`src/rtl/sum_window_avg.sv`:
```
// sum_window_avg
//   Groups a stream of unsigned samples into windows of 2^LOG2_N samples.
//   For each window it reports the truncated average, the minimum, the maximum
//   and a wrapping 8-bit window sequence number.
//
// Ports
//   clk        rising-edge clock
//   rst        synchronous active-high reset
//   in_valid   upstream sample present
//   in_data    sample value (unsigned, WIDTH bits)
//   in_ready   block accepts a sample this cycle
//   out_valid  window result held on out_*
//   out_ready  downstream consumes the result
//   out_avg    floor(window sum / N)
//   out_min    smallest sample of the window
//   out_max    largest sample of the window
//   out_seq    window index, wraps 255 -> 0
module sum_window_avg #(
  parameter int WIDTH  = 8,
  parameter int LOG2_N = 3
) (
  input  logic             clk,
  input  logic             rst,
  input  logic             in_valid,
  input  logic [WIDTH-1:0] in_data,
  output logic             in_ready,
  output logic             out_valid,
  input  logic             out_ready,
  output logic [WIDTH-1:0] out_avg,
  output logic [WIDTH-1:0] out_min,
  output logic [WIDTH-1:0] out_max,
  output logic [7:0]       out_seq
);

  localparam int AW = WIDTH + LOG2_N;  // wide enough for N full-scale samples

  typedef enum logic {ACCUM, HOLD} state_t;

  state_t            state, state_nxt;
  logic [AW-1:0]     acc, acc_sum;
  logic [LOG2_N-1:0] cnt;
  logic [WIDTH-1:0]  run_min, run_max, nxt_min, nxt_max;
  logic [7:0]        seq;
  logic              accept, last;

  // No ready-through path: in_ready only looks at the registered state
  // (gated by rst so nothing is accepted during the reset cycle).
  assign in_ready = (state == ACCUM) && !rst;
  assign accept   = in_valid && in_ready;
  assign last     = &cnt;
  assign acc_sum  = acc + AW'(in_data);

  // First sample of a window loads min/max directly.
  assign nxt_min = (cnt == '0 || in_data < run_min) ? in_data : run_min;
  assign nxt_max = (cnt == '0 || in_data > run_max) ? in_data : run_max;

  always_comb begin
    state_nxt = state;
    case (state)
      ACCUM:   if (accept && last) state_nxt = HOLD;
      HOLD:    if (out_ready)      state_nxt = ACCUM;
      default: state_nxt = ACCUM;
    endcase
  end

  always_ff @(posedge clk) begin
    if (rst) begin
      state     <= ACCUM;
      acc       <= '0;
      cnt       <= '0;
      run_min   <= '0;
      run_max   <= '0;
      seq       <= '0;
      out_valid <= 1'b0;
      out_avg   <= '0;
      out_min   <= '0;
      out_max   <= '0;
      out_seq   <= '0;
    end else begin
      state <= state_nxt;
      if (accept) begin
        if (last) begin
          out_avg   <= WIDTH'(acc_sum >> LOG2_N);
          out_min   <= nxt_min;
          out_max   <= nxt_max;
          out_seq   <= seq;
          seq       <= seq + 8'd1;
          out_valid <= 1'b1;
          acc       <= '0;
          cnt       <= '0;
        end else begin
          acc <= acc_sum;
          cnt <= cnt + 1'b1;
        end
        run_min <= nxt_min;
        run_max <= nxt_max;
      end
      // Result stays registered after the handshake; only valid drops.
      if (state == HOLD && out_ready) out_valid <= 1'b0;
    end
  end

endmodule

```
`config.mk`:
```
export PLATFORM = sky130hd
export DESIGN_NAME = sum_window_avg
export DESIGN_NICKNAME = d
export VERILOG_FILES = /design/src/rtl/sum_window_avg.sv
export SDC_FILE = /design/constraint.sdc
export NUM_CORES = 1
export LEC_CHECK = 0
export CORE_ASPECT_RATIO = 0.6
export CORE_UTILIZATION = 45
export CTS_CLUSTER_SIZE = 20
export DETAILED_ROUTE_END_ITERATION = 10
export PLACE_DENSITY_LB_ADDON = 0.08
export SLEW_MARGIN = 20
export SYNTH_ARGS = -nofsm -noshare
export SYNTH_HDL_FRONTEND = slang
export SYNTH_SLANG_ARGS = --single-unit
export TNS_END_PERCENT = 5
```
`constraint.sdc`:
```
create_clock -name clk -period 5.7 [get_ports clk]
set_input_delay 1.14 -clock clk [delete_from_list [all_inputs] [get_ports clk]]
set_output_delay 1.14 -clock clk [all_outputs]
set_load 0.01 [all_outputs]
```
Word level (Yosys, flattened, before mapping)

Cells that the tools add are included.

$lt $le $gt $ge: 2
Bitwise gates (word level): 1
Mux-type cells: 7
$add $sub $neg: 3
Reductions and logical operators: 11

Operators by type and width:

| kind                | number |
|---|---|
| $mux 8              | 2 |
| $add 11x8->11       | 1 |
| $mux 11             | 1 |
| $add 8x1->8 const B | 1 |
| $gt 8x8->1          | 1 |
| $lt 8x8->1          | 1 |
| $logic_and 1x1->1   | 4 |
| $reduce_and 4->1    | 1 |
| $add 3x1->3 const B | 1 |
| $logic_not 3->1     | 1 |
| $mux 3              | 1 |
| $reduce_and 3->1    | 1 |
| $logic_or 1x1->1    | 2 |
| $mux 1              | 2 |
| $pmux 1 s2          | 1 |
| $reduce_or 2->1     | 1 |
| $logic_not 1->1     | 1 |
| $not 1->1           | 1 |

Bits in registers: 72
Output and inout port bits: 34

Logic depth before layout (Yosys ltp)

Depth after elaboration: 6
Depth in mapped cells: 9
Depth with buffers taken out: 8

Worst setup path before layout

Ideal clock, no wire load.

Path kind: in2out
Start point: input port rst
End point: output port in_ready
Buffers on the path: 3
Data required time: 4560 ps
Stages: 4
Slack: 2570 ps
Arrival: 1990 ps
Path through: clkbuf_1 > clkbuf_1 > clkbuf_1 > nor2_1

Word-level cells in the longest chain between the ends: 2

Ends and longest elaborated chain:

| what              | line | text |
|---|---|---|
| start, declared   | 23   | `input logic rst,` |
| $logic_not 1->1   | 48   | `assign in_ready = (state == ACCUM) && !rst;` |
| $logic_and 1x1->1 | 48   |  |
| end, declared     | 26   | `output logic in_ready,` |

No other way between the ends.

Worst setup path in the final report

Start point: input port in_valid
End point: register out_max[0]

Word-level cells in the longest chain between the ends: 2

Ends and longest elaborated chain:

| what                       | line | text |
|---|---|---|
| start, declared            | 24   | `input logic in_valid,` |
| $logic_and 1x1->1          | 49   | `assign accept = in_valid && in_ready;` |
| $reduce_and 4->1 (no line) | -    |  |
| end signal, assigned       | 85   | `out_max <= nxt_max;` |
| end, declared              | 31   | `output logic [WIDTH-1:0] out_max,` |

No other way between the ends.
A chain may end at the register's enable or synchronous reset.

==> impl_metrics.env <==
export IMPL_synth_main_ff_cell="dfxtp_1"
export IMPL_routed_wire_length_per_instance_um=16.96
export IMPL_viasPerCell=5.674
export IMPL_die_height_um=73.22
export IMPL_fraction_of_power_consumed_by_the_clock_network_pct=48.2
export IMPL_cts_max_path_buffers=2
export IMPL_cp_arrival_ns=3.94
export IMPL_synth_area_top_cells="dfxtp_1 38%, ha_1 8.9%, a211oi_1 5.3%, nor2_1 4.3%, mux2_2 3.8%"
export IMPL_sequentialPowerShare_pct=39.4
export IMPL_fin_tns_setup_ns=0
export IMPL_yosysMostFrequentCell="dfxtp_1"
export IMPL_design_portCount=46
export IMPL_setup_viol_count_final=0
export IMPL_pin_count_of_the_biggest_net_entering_global_routing=58
export IMPL_ir_worst_vdd_v=0.0002092
export IMPL_clk_tree_root_cell="clkbuf_16"
export IMPL_syn2layout_area_growth_pct=21.58
export IMPL_drive_gt1_share_pct=8.280
export IMPL_power_share_switching_pct=24.14
export IMPL_grt_first_pass_wirelength_um=16040
export IMPL_port_buffer_count=45
export IMPL_groute_usage_overall_pct=24.31
export IMPL_rsz0062_at_grt="no"
export IMPL_synth_area_mm2=0.003804
export IMPL_totalPowerFinal_mw=1.348
export IMPL_timing_final_max_slew_violations=0
export IMPL_post_route_drc_violation_count=0
export IMPL_antenna_found_initial=0
export IMPL_critPathRequiredTime_ns=5.91
export IMPL_synth_seq_area_share_pct=37.89
export IMPL_max_clock_freq_ghz=0.2676
export IMPL_reg2reg_from="state"
export IMPL_p_int_mw=1.022
export IMPL_gp_routability_congestion=0.8866
export IMPL_portion_of_synthesized_cell_area_occupied_by_the_leading_cell_type_pct=37.89
export IMPL_placeableCoreArea_mm2=0.008039
export IMPL_cts_tree="yes"
export IMPL_yosys_warnings=0
export IMPL_slew_limit_headroom_pct=37.66
export IMPL_floorplan_die_area_mm2=0.008836
export IMPL_critPathLaunchType="input pin"
export IMPL_met2_usage_pct=33.78
export IMPL_multi_input_combinational_cell_area_mm2=0.002172
export IMPL_busiest_layer="met1"
export IMPL_cts_num_sinks=72
export IMPL_nFillCells=729
export IMPL_antenna_cells=0
export IMPL_drt_iter0_markers=253
export IMPL_number_of_standard_cell_rows_in_the_floorplan=25
export IMPL_fin_crit_ns=3.737
export IMPL_pwr_share_comb_pct=12.3
export IMPL_finalWorstSetupSlack_ns=1.963
export IMPL_grt_overflow=0
export IMPL_setup_worst_path_class="in2reg"
export IMPL_detailed_place_hpwl_um=6920
export IMPL_avgSynthCellArea_um2=8.744
export IMPL_worst_setup_hold_path_clk_slew_ns=0.06
export IMPL_ys_ff_latch=72
export IMPL_cts_buf_count=9
export IMPL_number_of_optimization_iterations_in_the_first_detailed_route_pass=5
export IMPL_switching_power_mw=0.3253
export IMPL_worst_hold_startpoint="out_avg[2]"
export IMPL_via_count=3285
export IMPL_grt_pass1_vias=3017
export IMPL_worstHoldPathType="reg2reg"
export IMPL_max_cap_viol_count=0
export IMPL_grt_util_met1_pct=35.48
export IMPL_setup_skew_ns=0.006433
export IMPL_yosys_top_cells_count="72 x dfxtp_1, 44 x nor2_1, 35 x nand2_1"
export IMPL_post_synth_inst_count=435
export IMPL_postCtsResizedCells=0
export IMPL_status="finished, final reports clean"
export IMPL_htree_num_levels=3
export IMPL_clock_latency_at_the_later_pin_of_the_worst_skew_pair_ns=0.34
export IMPL_count_of_cell_types_in_the_netlist=53
export IMPL_yosys_area_top_type="dfxtp_1"
export IMPL_postSynth_asyncResetShare_pct=0
export IMPL_grt_util_met3_pct=9.219
export IMPL_crit_path_start="in_valid"
export IMPL_final_antenna_net_count=0
export IMPL_drt_total_wl_um=9820
export IMPL_power_dens_cells_mw_per_mm2=291.4
export IMPL_nNetsFinal=507
export IMPL_post_synth_edffs=0
export IMPL_timing_hold_violations_final=0
export IMPL_die_width_um=120.7
export IMPL_start_util_pct=47.32
export IMPL_final_seq_area_mm2=0.001441
export IMPL_mappedNetlistNets=475
export IMPL_timing_critical_path_to_type="flop"
export IMPL_detailedPlace_worstSlack_ns=1.661
export IMPL_static_leakage_power_nw=1.815
export IMPL_cts_hold_buffers_added=0
export IMPL_crit_fanout=35
export IMPL_timing_worst_slew_pin_value_ns=0.9329
export IMPL_final_min_period_over_clock_period_pct=65.56
export IMPL_post_cts_setup_buffers=0
-- flip-flops by register name, summed over array words and instances, names as in the netlist --
signal / cells
seq: 8
run_min: 8
out_seq: 8
acc: 11
run_max: 8
out_min: 8
out_max: 8
state: 1
out_avg: 8
cnt: 3
out_valid: 1
-- logic make-up after synthesis --
| logic type | after synthesis | synth area share (%) |
|---|---|---|
| adder cells (fa/ha/maj) | 28 | 9.408 |
| XOR/XNOR | 12 | 2.763 |
| flip-flops | 72 | 37.89 |
| AO/OA/AOI/OAI | 109 | 19.67 |
| buffers and inverters | 46 | 5.000 |
| AND/OR/NAND/NOR | 151 | 20.36 |
| multiplexers | 17 | 4.901 |
-- area by class of cell --
type / count / area share, %
Tap cell: 108 / 2.922
Clock inverter: 5 / 2.273
Timing Repair Buffer: 46 / 9.794
Sequential cell: 72 / 31.17
Inverter: 21 / 1.705
Clock buffer: 10 / 5.168
Multi-Input combinational cell: 317 / 46.97
-- critical path, stage by stage --
cell and delay (ns):
clkdlybuf4s50_1 0.51, nor3b_4 0.70, nand3_2 0.76, or3_1 0.59, nor3_1 0.16, a211oi_1 0.07
-- cells in the final DEF, fill, tap and decap left out, types with 2 or more instances in the layout --
cell type / Yosys / routed
a211oi_1: 27 / 27
a21o_1: 4 / 4
a21oi_1: 27 / 27
a21oi_2: 2 / 2
a22oi_1: 3 / 3
and2_1: 2 / 2
and3_1: 4 / 4
bufinv_16: 0 / 3
clkbuf_16: 0 / 9
clkdlybuf4s50_1: 0 / 44
clkinvlp_4: 0 / 2
dfxtp_1: 72 / 72
ha_1: 27 / 27
inv_1: 21 / 21
mux2_2: 13 / 13
mux2i_1: 4 / 4
nand2_1: 35 / 35
nand2b_1: 7 / 7
nand3_1: 6 / 6
nand3b_1: 8 / 8
nand4_1: 13 / 13
nor2_1: 44 / 44
nor2b_1: 6 / 6
nor3_1: 10 / 10
nor3b_1: 4 / 4
o211ai_1: 3 / 3
o21a_1: 2 / 2
o21ai_0: 11 / 11
o21bai_1: 17 / 17
o31ai_1: 2 / 2
or3_1: 3 / 3
or3b_1: 2 / 2
xnor2_1: 7 / 7
xor2_1: 5 / 5
-- per-stage QoR --
stage                     hold slack (ns)  cell area (µm²)  instances  utilization (%)
after detailed placement           0.4480             4280        564            53.25
final                              0.4549             4624        579            57.53
after global routing               0.4727             4624        579            57.53
after global placement             0.4420             4280        564            53.25
after CTS                          0.4561             4624        579            57.53
after floorplan                    0.4356             3804        435                -
-- power by group through the flow --
| stage | sequential (mW) | clock [mW] | combinational, mW |
|---|---|---|---|
| final | 0.532 | 0.650 | 0.166 |
| after detailed placement | 0.542 | 0 | 0.162 |
| after CTS | 0.531 | 0.660 | 0.165 |
| after global routing | 0.534 | 0.681 | 0.185 |
| after floorplan | 0.539 | 0 | 0.118 |
| after global placement | 0.541 | 0 | 0.157 |
-- path summary, 6_finish.rpt --
kind / slack (ns) / depth (start not counted) / end
worst max-delay path: 1.96 / 6 / out_max[0]
worst min-delay path: 0.45 / 2 / out_avg[2]
worst max register to register: 2.93 / 5 / out_max[0]
worst min register to register: 0.45 / 2 / out_avg[2]
-- per-layer routing --
layer / share of wire [%] / wire length, µm
met1: 52 / 5141
met2: 39 / 3820
met3: 7.7 / 752
met4: 1.1 / 105
met5: 0 / 0
(Power assumes the default switching activity.)
